===== src/rtl/i2c_packet_fifo_pkg.sv =====
// Shared FIFO sizing and pointer compare helpers for the I2C packet buffering stage.
// Pointers carry one extra wrap bit above the address bits.
package i2c_packet_fifo_pkg;

    localparam int FIFO_ADDR_W = 6;

    function automatic logic ptr_empty(input int unsigned wp, input int unsigned rp);
        return wp == rp;
    endfunction

    // Full when only the wrap bit differs.
    function automatic logic ptr_full(input int unsigned wp, input int unsigned rp, input int addr_w);
        return (wp ^ rp) == (32'd1 << addr_w);
    endfunction

endpackage


===== src/rtl/i2c_sync_fifo.sv =====
// Single-clock byte FIFO with first-word-fall-through read data and a one-cycle
// pulse when a push is refused because the FIFO is full.
module i2c_sync_fifo
    import i2c_packet_fifo_pkg::*;
#(
    parameter int ADDR_W = FIFO_ADDR_W
) (
    input  logic       clk_i,
    input  logic       rst_n_i,
    input  logic       push_en,
    input  logic [7:0] push_dat,
    output logic       full,
    output logic       drop,
    input  logic       pop_en,
    output logic [7:0] pop_dat,
    output logic       empty
);

    localparam int DEPTH = 1 << ADDR_W;
    localparam logic [ADDR_W:0] PTR_ONE = 1;

    logic [7:0]      mem [DEPTH];
    logic [ADDR_W:0] wr_ptr;
    logic [ADDR_W:0] rd_ptr;
    logic            push;
    logic            pop;

    // Full is judged before any same-cycle pop, so a push into a full FIFO is lost.
    assign full    = ptr_full(32'(wr_ptr), 32'(rd_ptr), ADDR_W);
    assign empty   = ptr_empty(32'(wr_ptr), 32'(rd_ptr));
    assign push    = push_en && !full;
    assign pop     = pop_en && !empty;
    assign pop_dat = mem[rd_ptr[ADDR_W-1:0]];

    // NOTE: the storage array has no reset; the pointers alone define valid contents.
    always_ff @(posedge clk_i) begin
        if (push) mem[wr_ptr[ADDR_W-1:0]] <= push_dat;
    end

    // NOTE: state registers use non-blocking assignments so every register samples pre-edge values.
    always_ff @(posedge clk_i or negedge rst_n_i) begin
        if (!rst_n_i) begin
            wr_ptr <= '0;
            rd_ptr <= '0;
            drop   <= 1'b0;
        end else begin
            drop <= push_en && full;
            if (push) wr_ptr <= wr_ptr + PTR_ONE;
            if (pop)  rd_ptr <= rd_ptr + PTR_ONE;
        end
    end

endmodule


===== src/rtl/i2c_packet_fifo.sv =====
// Buffers host request bytes toward the I2C controller and controller response bytes
// toward the host; responses become visible only once the controller commits a packet.
module i2c_packet_fifo
    import i2c_packet_fifo_pkg::*;
#(
    parameter int ADDR_W = FIFO_ADDR_W,
    parameter int CNT_W  = ADDR_W + 1
) (
    input  logic             clk_i,
    input  logic             rst_n_i,
    input  logic             host_wr_i,
    input  logic [7:0]       host_dat_i,
    output logic             host_full_o,
    output logic             req_drop_o,
    output logic [7:0]       ctl_dat_o,
    output logic             ctl_empty_o,
    input  logic             ctl_rd_i,
    input  logic [7:0]       ctl_dat_i,
    input  logic             ctl_wr_i,
    input  logic             ctl_packet_i,
    output logic             ctl_full_o,
    output logic [7:0]       host_dat_o,
    output logic             host_eop_o,
    output logic             host_empty_o,
    input  logic             host_rd_i,
    output logic [CNT_W-1:0] host_pkt_count_o,
    output logic             pkt_err_o
);

    localparam int DEPTH = 1 << ADDR_W;
    localparam logic [ADDR_W:0]  PTR_ONE = 1;
    localparam logic [CNT_W-1:0] CNT_ONE = 1;
    localparam logic [CNT_W-1:0] CNT_MAX = DEPTH;

    i2c_sync_fifo #(.ADDR_W(ADDR_W)) u_req_fifo (
        .clk_i    (clk_i),
        .rst_n_i  (rst_n_i),
        .push_en  (host_wr_i),
        .push_dat (host_dat_i),
        .full     (host_full_o),
        .drop     (req_drop_o),
        .pop_en   (ctl_rd_i),
        .pop_dat  (ctl_dat_o),
        .empty    (ctl_empty_o)
    );

    logic [7:0]       resp_mem [DEPTH];
    logic [DEPTH-1:0] eop;
    logic [ADDR_W:0]  wr_ptr, cm_ptr, rd_ptr, wr_next, last_ptr;
    logic             ovf, ovf_now, wr_take, wr_drop, rd_take, eop_pop;
    logic             do_commit, do_discard;
    logic [CNT_W-1:0] pkt_count;

    // Uncommitted bytes occupy space, so full compares the write pointer with the read pointer.
    assign ctl_full_o       = ptr_full(32'(wr_ptr), 32'(rd_ptr), ADDR_W);
    assign host_empty_o     = ptr_empty(32'(rd_ptr), 32'(cm_ptr));
    assign wr_take          = ctl_wr_i && !ctl_full_o;
    assign wr_drop          = ctl_wr_i && ctl_full_o;
    assign ovf_now          = ovf || wr_drop;
    assign wr_next          = wr_take ? wr_ptr + PTR_ONE : wr_ptr;
    assign last_ptr         = wr_next - PTR_ONE;
    assign rd_take          = host_rd_i && !host_empty_o;
    assign eop_pop          = rd_take && eop[rd_ptr[ADDR_W-1:0]];
    assign host_dat_o       = resp_mem[rd_ptr[ADDR_W-1:0]];
    assign host_eop_o       = eop[rd_ptr[ADDR_W-1:0]] && !host_empty_o;
    assign host_pkt_count_o = pkt_count;

    // A same-cycle write is folded in before the commit decision is made.
    always_comb begin
        // NOTE: both outputs get a default first so no latch is inferred on any path.
        do_commit  = 1'b0;
        do_discard = 1'b0;
        if (ctl_packet_i && wr_next != cm_ptr) begin
            if (ovf_now) do_discard = 1'b1;
            else         do_commit  = 1'b1;
        end
    end

    always_ff @(posedge clk_i) begin
        if (wr_take) resp_mem[wr_ptr[ADDR_W-1:0]] <= ctl_dat_i;
    end

    always_ff @(posedge clk_i or negedge rst_n_i) begin
        if (!rst_n_i) begin
            wr_ptr    <= '0;
            cm_ptr    <= '0;
            rd_ptr    <= '0;
            eop       <= '0;
            ovf       <= 1'b0;
            pkt_count <= '0;
            pkt_err_o <= 1'b0;
        end else begin
            pkt_err_o <= do_discard;
            if (wr_take) eop[wr_ptr[ADDR_W-1:0]] <= 1'b0;
            if (rd_take) rd_ptr <= rd_ptr + PTR_ONE;
            if (do_discard) wr_ptr <= cm_ptr;
            else            wr_ptr <= wr_next;
            // Placed after the write-side clear so a write+commit byte ends up tagged.
            if (do_commit) begin
                eop[last_ptr[ADDR_W-1:0]] <= 1'b1;
                cm_ptr                    <= wr_next;
            end
            if (ctl_packet_i) ovf <= 1'b0;
            else if (wr_drop) ovf <= 1'b1;
            if (do_commit && !eop_pop)      pkt_count <= pkt_count + CNT_ONE;
            else if (!do_commit && eop_pop) pkt_count <= pkt_count - CNT_ONE;
        end
    end

    count_bound_a: assert property (@(posedge clk_i) disable iff (!rst_n_i) pkt_count <= CNT_MAX);

endmodule


===== config.mk =====
export PLATFORM = sky130hd
export DESIGN_NAME = i2c_packet_fifo
export DESIGN_NICKNAME = d
export VERILOG_FILES = /design/src/rtl/i2c_packet_fifo_pkg.sv /design/src/rtl/i2c_sync_fifo.sv /design/src/rtl/i2c_packet_fifo.sv
export SDC_FILE = /design/constraint.sdc
export NUM_CORES = 1
export LEC_CHECK = 0
export CAP_MARGIN = 10
export CORE_UTILIZATION = 42
export CTS_CLUSTER_DIAMETER = 30
export DETAILED_ROUTE_END_ITERATION = 7
export SYNTH_ARGS = -nofsm -noshare
export SYNTH_HDL_FRONTEND = slang
export SYNTH_SLANG_ARGS = --single-unit

===== constraint.sdc =====
create_clock -name clk_i -period 3.8 [get_ports clk_i]
set_input_delay 0.57 -clock clk_i [delete_from_list [all_inputs] [get_ports clk_i]]
set_output_delay 0.57 -clock clk_i [all_outputs]
set_load 0.005 [all_outputs]

* Word level (Yosys, flattened, before mapping) *
Memory sizes are Yosys's and may differ from the RTL's.
Index checks and enable logic that the tools add are counted.

cells by class
  add/subtract/negate cells = 7
  order comparisons = 5
  equal/unequal tests = 5
  muxes and demuxes = 22
  bitwise logic cells = 5
  reductions and logical operators = 22

operators with widths
  cell                 number
  $mux 64              2
  $and 64x64->64       1
  $not 64->64          1
  $or 64x64->64        1
  $add 7x1->7 const B  5
  $eq 32x7->1 const B  1
  $mux 7               4
  $lt 6x7->1 const B   3
  $eq 7x7->1           2
  $xor 7x7->7          2
  $logic_and 1x1->1    13
  $mux 1               13
  $demux 1 s6          2
  $ge 6x1->1 const B   2
  $eq 7x7->1 const B   1
  $ne 7x7->1           1
  $sub 7x1->7 const B  1
  $bmux 1 s6           1
  $logic_not 1->1      6
  $sub 6x1->6 const B  1
  $reduce_bool 2->1    2
  $logic_or 1x1->1     1

storage, ports and cells
  flip-flop bits (word level) = 109
  memory bits (writable) = 1024
  input port bits = 23
  output and inout port bits = 30
  word-level logic and storage cells = 78
  memories = 2

memories
  name            depth  bits a word  rd ports  clocked after memory_dff  write ports  RTL line               source
  resp_mem        64     8            1         0                         1            i2c_packet_fifo.sv:47  logic [7:0] resp_mem [DEPTH];
  u_req_fifo.mem  64     8            1         0                         1            i2c_sync_fifo.sv:22    logic [7:0] mem [DEPTH];

* Depth between registers and ports, before layout *
  depth in word-level cells = 12
  mapped depth = 19

* Hierarchy *
A second synthesis with hierarchy kept.

second synthesis, totals
  cells, all modules = 2321
  area, all modules = 45870.2 um^2

by module, submodules not included
  module           instances  cells each  area an instance (um^2)  seq. area each (um^2)
  i2c_packet_fifo  1          1318        25187.9                  17727.0
  i2c_sync_fifo    1          1003        20682.3                  15750.1

* Worst setup path before layout *
OpenSTA, ideal clock, no wires.

  kind = register to register
  from = register rd_ptr[0]
  to = register pkt_count[6] (netlist: host_pkt_count_o[6])
  arrival time = 3.916 ns
  slack = -0.241 ns
  cell stages (with the launch flop) = 17
  path buffers = 2
  clock period less this slack = 4.041 ns
  cell sequence = dfrtp_1 > clkbuf_1 > buf_1 > mux4_2 > mux4_2 > mux4_2 > nand2_1 > ha_1 > inv_1 > fa_1 > a21o_1 > a21oi_1 > o21bai_1 > a21oi_1 > xnor2_1 > nor2_1 > xor2_1

between the ends
  longest elaborated chain between the ends = 11
  elaborated cells between the ends (all ways) = 23
  classes of those cells = eq/ne: 3; mux: 6; bitwise: 1; reduce/logical: 13

ends and longest elaborated chain
  what                                RTL line                   source
  start, declared                     i2c_packet_fifo.sv:49      logic [ADDR_W:0] wr_ptr, cm_ptr, rd_ptr, wr_next, last_ptr;
  start signal, assigned              i2c_packet_fifo.sv:95      if (rd_take) rd_ptr <= rd_ptr + PTR_ONE;
  $xor 7x7->7                         i2c_packet_fifo_pkg.sv:13  return (wp ^ rp) == (32'd1 << addr_w);
  $eq 7x7->1                          i2c_packet_fifo_pkg.sv:13
  $logic_not 1->1                     i2c_packet_fifo.sv:57      assign wr_take = ctl_wr_i && !ctl_full_o;
  $logic_and 1x1->1                   i2c_packet_fifo.sv:57
  $mux 7                              i2c_packet_fifo.sv:60      assign wr_next = wr_take ? wr_ptr + PTR_ONE : wr_ptr;
  $ne 7x7->1                          i2c_packet_fifo.sv:73      if (ctl_packet_i && wr_next != cm_ptr) begin
  $logic_and 1x1->1                   i2c_packet_fifo.sv:73
  $mux 1                              i2c_packet_fifo.sv:73
  $logic_not 1->1                     i2c_packet_fifo.sv:106     else if (!do_commit && eop_pop) pkt_count <= pkt_count - CNT_ONE;
  $logic_and 1x1->1                   i2c_packet_fifo.sv:106
  $reduce_bool 2->1 (no source line)  -
  end signal, assigned                i2c_packet_fifo.sv:105     if (do_commit && !eop_pop) pkt_count <= pkt_count + CNT_ONE;
  end signal, assigned                i2c_packet_fifo.sv:106
  end, declared                       i2c_packet_fifo.sv:52      logic [CNT_W-1:0] pkt_count;

Parallel ways exist; a longest one is shown, timed or not. The select of a mux whose other input is x is not followed.
A chain may end at the register's enable or synchronous reset.

* Worst setup path in the final report *
  from = register u_req_fifo.rd_ptr[0]
  to = output port ctl_dat_o[1]

between the ends
  longest elaborated chain between the ends = 1

ends and longest elaborated chain
  what                    RTL line               source
  start, declared         i2c_sync_fifo.sv:24    logic [ADDR_W:0] rd_ptr;
  start signal, assigned  i2c_sync_fifo.sv:49    if (pop) rd_ptr <= rd_ptr + PTR_ONE;
  $mem_v2 64x8            -
  end, declared           i2c_packet_fifo.sv:15  output logic [7:0] ctl_dat_o,

Every way passes these cells.

==> run metrics <==
Worst Setup End Kind=output port; setup ws final=-312 ps; Synth top area share=67.8%; power share of the clock group=39.6%; Die W=331 µm; htree depth=4; Top FF cell, synth=edfxtp_1; Synth Warn #=0; EDFF count, synth=1024; Peak Freq=0.243 GHz; GRT Util Overall=20.8%; dominant cells by area after synthesis=edfxtp_1 (68%), mux4_2 (18%), dfrtp_1 (6.0%); internal power=36.2 mW; WL final=111 mm; skew final=41.5 ps; CTS tree=built; vias in the first global route=24800; Hold Path Class=in2reg; max_slew headroom=21.9%; DRT Pass-1 Iters=5; PortBufs=52; power density cells=878 nW/µm²; #FFs+latches synth=1133; post-route cell area=58000 µm²; initial antenna violation count=2; Root Driver=clkbuf_16; post-place setup slack=-311 ps; dpl cell area=48500 µm²; Final Hold Vio Count=0; outcome=complete, but fails checks; Slew Limit Fails=0; RSZ-0062 raised after global routing=yes; mean routed wirelength per cell=26.5 µm; Post-Syn Nets=2209; via count=23400; initial DRC count=2552; Lkg Pwr=19.6 nW; CP Data Arrival Time=3540 ps; Tot Pwr=51.0 mW; Tcrit/Tclk final=108%; core area=107000 µm²; Crit Path Category=reg2out; Startpoint Class=flip-flop; Placer Congestion=0.827; area of the mapped netlist=45300 µm²; Layout Utilization=54.2%; Die Footprint=109000 µm²; clock-pin slew on the worst setup and hold paths=50 ps; Setup TNS=-4170 ps; Die Span Y=331 µm; clk sinks=1133; MaxCap Viol Count=0; Post-synth top cells=edfxtp_1 (1024), mux4_2 (357), nor2_1 (160); post-route minimum period=4110 ps; ys async rst share=9.62%; Skew-Pair Late Insertion Delay=790 ps; sw frac=29.0%; clock buffer depth=3; # setup viols final=20; maximum VDD drop=0.000478 V; Layout area overhead=28.0%; layout cell share with drive strength beyond 1=39.7%; Final nets=2618; Yosys cell types=64; dpl cells=3660; logic gate share of total power=30.7%; non-filler cells, final=4182; routed vias/inst=5.60; worst endpoint required time=3230 ps; Ports=53; switching power=14.8 mW; first-pass GRT wire length=163 mm; largest net degree at the start of global routing=65; failing checks=negative setup slack; Initial Utilization=42.4%; site row count=120; most common cell in the netlist=edfxtp_1; hold slack=315 ps; Post-Synthesis Cells=2173; Synth area leader=edfxtp_1; Worst-Margin Slew=1170 ps; GRT overflow=0; DRC=0; Reg power frac=29.7%; remaining antenna violation count=0; crit-path max FO=8; register area share after synthesis=73.8%; Avg Inst Size Synth=20.9 µm²; total CTS buffers=223; post-detail-place hpwl=64.0 mm
worst max-delay path, cell delays in order (launching register included):
cell and delay, ps:
dfrtp_4 520, buf_12 150, buf_12 130, buf_12 150
buf_6 110, mux4_2 470, mux4_2 510, mux4_2 550
buf_6 150
cell families (layout without fill, tap and decap cells):
logic type / count (synthesis) / after routing / synth area share, %
xor+xnor: 68 / 68 / 1.51
buf+inv: 147 / 752 / 1.26
simple gates: 271 / 271 / 2.74
mux: 362 / 362 / 17.9
flops: 1133 / 1133 / 73.8
fa+ha+maj: 13 / 13 / 0.375
other cells: 0 / 1 / 0
compound gates: 179 / 179 / 2.41
cells in the final DEF (no fill, tap or decap), types with 17 or more instances in the layout:
cell type | Yosys | final
a21oi_1 | 21 | 18
buf_12 | 0 | 32
buf_16 | 0 | 19
buf_2 | 12 | 25
buf_4 | 1 | 186
buf_6 | 0 | 29
bufinv_16 | 0 | 39
clkbuf_1 | 87 | 17
clkbuf_16 | 0 | 227
clkdlybuf4s50_1 | 0 | 18
clkinv_1 | 0 | 23
clkinv_2 | 0 | 36
clkinv_4 | 0 | 20
clkinvlp_4 | 0 | 22
dfrtp_1 | 109 | 102
edfxtp_1 | 1024 | 1024
inv_6 | 0 | 27
mux4_2 | 357 | 357
nand2_1 | 34 | 33
nand3_1 | 18 | 17
nor2_1 | 160 | 160
o21ai_0 | 90 | 89
o21ai_1 | 22 | 23
xnor2_1 | 45 | 43
sequential cells by signal (all words and copies together), names as in the netlist:
| name | cells |
|---|---|
| cm_ptr | 7 |
| eop | 64 |
| host_pkt_count_o | 7 |
| ovf | 1 |
| pkt_err_o | 1 |
| rd_ptr | 7 |
| resp_mem | 512 |
| u_req_fifo.drop | 1 |
| u_req_fifo.mem | 512 |
| u_req_fifo.rd_ptr | 7 |
| u_req_fifo.wr_ptr | 7 |
| wr_ptr | 7 |
power by group through the flow:
stage	Clock, mW	Combinational [mW]	Sequential [mW]
2_1_floorplan	0	8.82	15.0
3_3_place_gp	0	13.4	15.4
3_5_place_dp	0	13.6	15.4
4_1_cts	20.4	15.4	15.1
5_1_grt	21.1	16.5	15.2
6_report	20.2	15.7	15.1
path summary, 6_finish.rpt:
kind                       slack [ps]  depth (start not counted)                     to                  from
hold / removal                    310                          1  u_req_fifo.mem[40][6]         host_dat_i[6]
setup reg to reg                 -100                         15    host_pkt_count_o[6]             rd_ptr[0]
setup / recovery                 -310                          8           ctl_dat_o[1]  u_req_fifo.rd_ptr[0]
max in group asynchronous        2570                          3   u_req_fifo.rd_ptr[0]               rst_n_i
min in group asynchronous         390                          2              cm_ptr[6]               rst_n_i
hold reg to reg                   490                          1    host_pkt_count_o[6]   host_pkt_count_o[6]
repair_timing:
action	4_1_cts	5_1_grt
setup buffers	59	27
cloned	16	4
pin swaps	15	7
resized for setup	140	26
hold buffers	1	0
endpoints found under the hold margin	55	0
setup endpoints to repair	22	57
layer usage:
metal  routed length (µm)  vias to the layer above  GRT usage (%)
met4                 2640                        2           6.96
met3                 6830                      170           3.98
met2                56700                      884           34.6
met1                44700                    12400           27.5
li1                     -                     9909              -
met5                   13                        -              0
final cells by class:
class	count	area [µm²]
Clock buffer	240	5640
Timing Repair Buffer	321	3430
Inverter	10	42.5
Clock inverter	181	2270
Antenna cell	1	2.50
Fill cell	8025	49000
Multi-Input combinational cell	893	11400
Tap cell	1403	1760
Sequential cell	1133	33500
(Power assumes the default switching activity.)
